`config.mk`:
```
export PLATFORM = sky130hd
export DESIGN_NAME = rr_pkt_arbiter
export DESIGN_NICKNAME = d
export VERILOG_FILES = /design/src/rtl/rr_arb_pkg.sv /design/src/rtl/rr_prio_pick.sv /design/src/rtl/rr_pkt_arbiter.sv
export SDC_FILE = /design/constraint.sdc
export NUM_CORES = 1
export LEC_CHECK = 0
export ABC_AREA = 1
export ABC_CLOCK_PERIOD_IN_PS = 2160
export BUFFER_PORTS_ARGS = -buffer_cell sky130_fd_sc_hd__buf_2
export CAP_MARGIN = 20
export CELL_PAD_IN_SITES_DETAIL_PLACEMENT = 1
export CELL_PAD_IN_SITES_GLOBAL_PLACEMENT = 1
export CORE_ASPECT_RATIO = 0.5
export CORE_MARGIN = 5
export CORE_UTILIZATION = 22
export DETAILED_ROUTE_END_ITERATION = 6
export PLACE_DENSITY_LB_ADDON = 0.1
export RECOVER_POWER = 50
export SLEW_MARGIN = 5
export SYNTH_ARGS = -nofsm -noshare
export SYNTH_HDL_FRONTEND = slang
export SYNTH_SLANG_ARGS = --single-unit
```
`constraint.sdc`:
```
create_clock -name clk -period 2.16 [get_ports clk]
set_clock_uncertainty 0.05 [all_clocks]
set_input_delay 0.432 -clock clk [delete_from_list [all_inputs] [get_ports clk]]
set_output_delay 0.432 -clock clk [all_outputs]
set_load 0.05 [all_outputs]
```
`src/rtl/rr_arb_pkg.sv`:
```
// Shared types and helpers for the round-robin packet arbiter and related schedulers.
package rr_arb_pkg;

  typedef enum logic {
    IDLE   = 1'b0,
    LOCKED = 1'b1
  } state_e;

  // Index width for n requesters; a single-bit index is kept even when n <= 2.
  function automatic int idx_width(input int n);
    return (n > 2) ? $clog2(n) : 1;
  endfunction

  function automatic int unsigned rot_add(input int unsigned base,
                                          input int unsigned off,
                                          input int unsigned n);
    return (base + off) % n;
  endfunction

endpackage

```
`src/rtl/rr_prio_pick.sv`:
```
// Combinational rotating-priority picker: returns the first set bit of req_i
// scanning ptr_i, ptr_i+1, ... and wrapping from N-1 back to 0.
module rr_prio_pick
  import rr_arb_pkg::*;
#(
  parameter int N     = 4,
  parameter int IDX_W = 2
) (
  input  logic [N-1:0]     req_i,
  input  logic [IDX_W-1:0] ptr_i,
  output logic             found_o,
  output logic [IDX_W-1:0] idx_o
);

  int unsigned      cand;
  logic [IDX_W-1:0] cand_idx;

  always_comb begin
    found_o  = 1'b0;
    idx_o    = '0;
    cand     = 0;
    cand_idx = '0;
    for (int i = 0; i < N; i++) begin
      cand     = rot_add(32'(ptr_i), 32'(i), 32'(N));
      cand_idx = IDX_W'(cand);
      if (!found_o && req_i[cand_idx]) begin
        found_o = 1'b1;
        idx_o   = cand_idx;
      end
    end
  end

endmodule

```
`src/rtl/rr_pkt_arbiter.sv`:
```
// Packet-level round-robin arbiter sharing one valid/ready channel among NUM_PORTS requesters.
// Define RR_PKT_ARB_WEIGHT_EN to add the weight_i port (per-port packets per turn).
module rr_pkt_arbiter
  import rr_arb_pkg::*;
#(
  parameter int NUM_PORTS = 4,
  parameter int DATA_W    = 32,
  parameter int WEIGHT_W  = 4,
  localparam int IDX_W    = idx_width(NUM_PORTS)
) (
  input  logic                        clk,
  input  logic                        reset_n,
  input  logic [NUM_PORTS-1:0]        req_valid_i,
  input  logic [NUM_PORTS-1:0]        req_last_i,
  input  logic [NUM_PORTS*DATA_W-1:0] req_data_i,
  output logic [NUM_PORTS-1:0]        req_ready_o,
`ifdef RR_PKT_ARB_WEIGHT_EN
  input  logic [NUM_PORTS*WEIGHT_W-1:0] weight_i,
`endif
  output logic                        out_valid_o,
  output logic                        out_last_o,
  output logic [DATA_W-1:0]           out_data_o,
  output logic [IDX_W-1:0]            out_port_o,
  input  logic                        out_ready_i,
  output logic [NUM_PORTS-1:0]        gnt_o,
  output logic                        busy_o
);

  state_e                   state_q, state_d;
  logic [IDX_W-1:0]         sel_q, sel_d;
  logic [IDX_W-1:0]         ptr_q, ptr_d;
  logic [NUM_PORTS-1:0]     gnt_q, gnt_d;
  logic [WEIGHT_W-1:0]      cnt_q, cnt_d;
  logic [NUM_PORTS*WEIGHT_W-1:0] weight;
  logic [WEIGHT_W-1:0]      sel_weight;
  logic [WEIGHT_W:0]        cnt_inc, weight_eff;
  logic                     pick_found;
  logic [IDX_W-1:0]         pick_idx;
  logic                     pkt_done;

  // An all-zero weight means one packet per turn, i.e. plain round robin.
`ifdef RR_PKT_ARB_WEIGHT_EN
  assign weight = weight_i;
`else
  assign weight = '0;
`endif

  rr_prio_pick #(
    .N     (NUM_PORTS),
    .IDX_W (IDX_W)
  ) u_pick (
    .req_i   (req_valid_i),
    .ptr_i   (ptr_q),
    .found_o (pick_found),
    .idx_o   (pick_idx)
  );

  assign sel_weight = weight[sel_q*WEIGHT_W +: WEIGHT_W];
  assign weight_eff = (sel_weight == '0) ? (WEIGHT_W+1)'(1) : {1'b0, sel_weight};
  assign cnt_inc    = {1'b0, cnt_q} + (WEIGHT_W+1)'(1);
  assign pkt_done   = req_valid_i[sel_q] & out_ready_i & req_last_i[sel_q];
  assign gnt_o      = gnt_q;

  always_comb begin
    state_d     = state_q;
    sel_d       = sel_q;
    ptr_d       = ptr_q;
    gnt_d       = gnt_q;
    cnt_d       = cnt_q;
    out_valid_o = 1'b0;
    out_last_o  = 1'b0;
    out_data_o  = '0;
    out_port_o  = '0;
    req_ready_o = '0;
    busy_o      = 1'b0;
    case (state_q)
      IDLE: begin
        if (pick_found) begin
          sel_d   = pick_idx;
          gnt_d   = NUM_PORTS'(1) << pick_idx;
          state_d = LOCKED;
          // A winner other than the priority holder starts a fresh turn.
          if (pick_idx != ptr_q) cnt_d = '0;
        end
      end
      LOCKED: begin
        busy_o      = 1'b1;
        out_valid_o = req_valid_i[sel_q];
        out_last_o  = req_last_i[sel_q];
        out_data_o  = req_data_i[sel_q*DATA_W +: DATA_W];
        out_port_o  = sel_q;
        req_ready_o = NUM_PORTS'(out_ready_i) << sel_q;
        if (pkt_done) begin
          gnt_d   = '0;
          state_d = IDLE;
          if (cnt_inc >= weight_eff) begin
            ptr_d = IDX_W'(rot_add(32'(sel_q), 32'd1, 32'(NUM_PORTS)));
            cnt_d = '0;
          end else begin
            ptr_d = sel_q;
            cnt_d = cnt_inc[WEIGHT_W-1:0];
          end
        end
      end
      default: state_d = IDLE;
    endcase
  end

  always_ff @(posedge clk or negedge reset_n) begin
    if (!reset_n) begin
      state_q <= IDLE;
      sel_q   <= '0;
      ptr_q   <= '0;
      gnt_q   <= '0;
      cnt_q   <= '0;
    end else begin
      state_q <= state_d;
      sel_q   <= sel_d;
      ptr_q   <= ptr_d;
      gnt_q   <= gnt_d;
      cnt_q   <= cnt_d;
    end
  end

endmodule

```
==> impl_metrics.py <==
metrics = {
    "power_and_ir_drop": {
        "intPower_mw": 2.81,
        "cellLeakagePower_nw": 1.83,
        "power_frac_comb": 0.900,
        "switching_share": 0.631,
        "seq_power_share": 0.054,
        "clock_power_share": 0.046,
        "p_per_area_nw_per_um2": 2080,
        "switchingPower_mw": 4.79,
        "vdd_drop_max_v": 0.00103,
    },
    "floorplan": {
        "die_area_um2": 11200,
        "die_h_um": 77.4,
        "die_w_um": 145,
        "core.rowCount": 24,
        "ioPinCount": 184,
        "initial_utilization": 0.228,
        "coreArea_um2": 8770,
    },
    "yosys": {
        "synth_fa_ha_area_frac": 0.0125,
        "yosysWarnings": 0,
        "synth_xor_area_frac": 0.0131,
        "synth_most_common_cell": "nor2_1",
        "synth-edff-count": 0,
        "synth_compound_area_frac": 0.324,
        "synth_top_family_by_area": "simple AND/OR/NAND/NOR gates",
        "synthCells": 361,
        "ys_ff_latch": 13,
        "synth-simple-area-share": 0.379,
        "synth_common_cells": "nor2_1, o21ai_0, nand2_1, a21oi_1, inv_1",
        "ys_seq_area_frac": 0.163,
        "ys_top_cells_by_area": "nor2_1, o21ai_0, dfrtp_1",
        "yosysTopAreaCellShare": 0.207,
        "synthMuxAreaShare": 0,
        "syn_nets": 502,
        "synth-main-ff-cell": "dfrtp_1",
        "avgSynthCellArea_um2": 5.54,
        "ys_types": 32,
        "synth_area_um2": 2000,
        "synth_top_area_cell": "nor2_1",
        "synthArstFlopShare": 1.00,
    },
    "detailed_routing": {
        "met1Wirelength_um": 4570,
        "drt_iter0_drc": 94,
        "post_drt_wl_per_cell_um": 16.7,
        "vias": 3034,
        "drc_errors": 0,
        "wl_met2_um": 5770,
        "detail-route-antenna-nets": 0,
        "drtPass1Iterations": 4,
        "vias_per_cell": 4.57,
        "routed.top_layer": "met4",
        "met3_length_um": 676,
        "wl_um": 11100,
    },
    "worst_setup_path": {
        "cp.required_ns": 1.68,
        "path_class": "reg2out",
        "r2r_start": "sel_q[0]",
        "start_kind": "register",
        "arrival_ns": 1.64,
        "critPathCaptureType": "output pin",
        "rr_worst_depth": 12,
        "ff2ff_setup_slack_ns": 0.12,
        "critPathMaxFanout": 17,
        "worstReg2RegEnd": "cnt_q[0]",
    },
    "timing": {
        "fin_crit_sh": 0.981,
        "worst_slew_pin_slew_ns": 0.755,
        "setup_viol": 0,
        "hold_slack_ns": 0.183,
        "min_period_ns": 2.12,
        "hold_viol": 0,
        "drv_slew": 0,
        "timing.fmax_ghz": 0.472,
        "fin_setup_tns_ns": 0,
        "slew_headroom": 0.496,
    },
    "grt": {
        "grt_max_degree": 68,
        "track_usage": 0.170,
        "grt_antenna_before_repair": 0,
        "grt_pass1_wl_um": 15500,
        "grt_pass1_vias": 3054,
        "grt_remaining_overflow": 0,
    },
    "placement": {
        "placement.io_buffers": 183,
        "hpwl_um": 8080,
        "place_congestion": 0.792,
    },
    "cts": {
        "cts_tree": "done",
        "cts_buffers": 3,
        "insertion_delay_ns": 0.24,
        "cts.htree.levels": 1,
        "cts_sinks": 13,
        "clk_path_buf_depth": 2,
        "clkTransAtPathRegs_ns": 0.04,
        "cts-hold-fix-buffers": 0,
        "cts-root-buf": "clkbuf_16",
    },
    "outcome": {
        "status": "finished, final reports clean",
    },
    "cells_and_area": {
        "drive_above_1_share": 0.483,
        "nFillCells": 1233,
        "synthToLayoutAreaGrowth_pct": 83.1,
        "antenna_cells": 0,
        "nets": 689,
    },
    "worst_hold_path": {
        "hold_path_class": "in2async",
    },
    "job": {
        "max_cap_viol_count": 0,
    },
}
-- power by group through the flow --
stage	Sequential, mW	Clock [mW]	Combinational (mW)
global route	0.421	0.374	7.31
floorplan	0.460	0	4.70
CTS	0.416	0.358	6.25
finish	0.411	0.353	6.84
detailed placement	0.418	0	6.10
global placement	0.416	0	6.09
-- through the flow --
step | cells | util | power [mW] | worst slack, ns | area (um2)
6_report | 664 | 0.417 | 7.60 | 0.0417 | 3660
5_1_grt | 664 | 0.417 | 8.10 | -0.0235 | 3660
4_1_cts | 650 | 0.387 | 7.02 | -0.00276 | 3400
3_5_place_dp | 646 | 0.375 | 6.52 | 0.142 | 3280
3_3_place_gp | 646 | 0.375 | 6.50 | 0.189 | 3280
2_1_floorplan | 361 | - | 5.16 | -0.103 | 2220
-- worst max-delay path by stage --
stage,startpoint,to,slack (ns),cells past startpoint
2_1_floorplan,sel_q[0],out_data_o[7],-0.10,7
3_5_place_dp,state_q,out_data_o[17],0.14,5
4_1_cts,sel_q[0],out_last_o,-0.003,7
6_report,sel_q[0],out_data_o[20],0.04,5
5_1_grt,sel_q[1],out_data_o[28],-0.02,6
3_3_place_gp,sel_q[0],out_last_o,0.19,7
-- worst max-delay path, cell delays in order (launching register included) --
cell,delay (ns)
dfrtp_2,0.42
buf_12,0.15
clkbuf_16,0.18
o21ai_0,0.32
o22ai_4,0.10
buf_2,0.22
-- cells by family after synthesis --
logic type	count (synthesis)
AND/OR/NAND/NOR	171
AO/OA/AOI/OAI	122
adder cells (fa/ha/maj)	2
flip-flops	13
buffers and inverters	50
XOR/XNOR	3
-- cell usage in the layout, fill, tap and decap left out, drive strengths merged --
cell            n
o22ai          18
dlymetal6s2s    1
a31oi           1
nand3           8
and2            2
inv            24
or2             1
clkinvlp        1
nor4            1
clkbuf         28
o211ai          1
a21oi          27
buf           182
o21ai          75
nand4           2
xor2            3
dfrtp          13
ha              2
nor2          115
nand2          42
-- registers in the layout, summed over array words and instances (netlist names) --
signal / count
cnt_q: 4
ptr_q: 2
sel_q: 2
state_q: 1
gnt_o: 4
-- repair_timing --
action                                 CTS  global route
setup endpoints to repair               25            31
cloned                                   0             8
setup buffers                            0             6
pin swaps                                0             4
resized for setup                       14            34
endpoints found under the hold margin    0             0
-- final cells by class --
| cell class | count | area (um2) | area share |
|---|---|---|---|
| multi-input combinational | 298 | 1670 | 0.456 |
| timing repair buffer | 207 | 1330 | 0.362 |
| sequential | 13 | 329 | 0.0899 |
| tap | 117 | 146 | 0.0400 |
| inverter | 25 | 113 | 0.0308 |
| clock buffer | 4 | 78.8 | 0.0215 |
-- metal layers --
metal / vias to the layer above / global-route usage
li1: 1570 / -
met5: - / 0
met4: 0 / 0.0214
met1: 1388 / 0.201
met3: 6 / 0.0522
met2: 70 / 0.310
(Power assumes the default switching activity.)
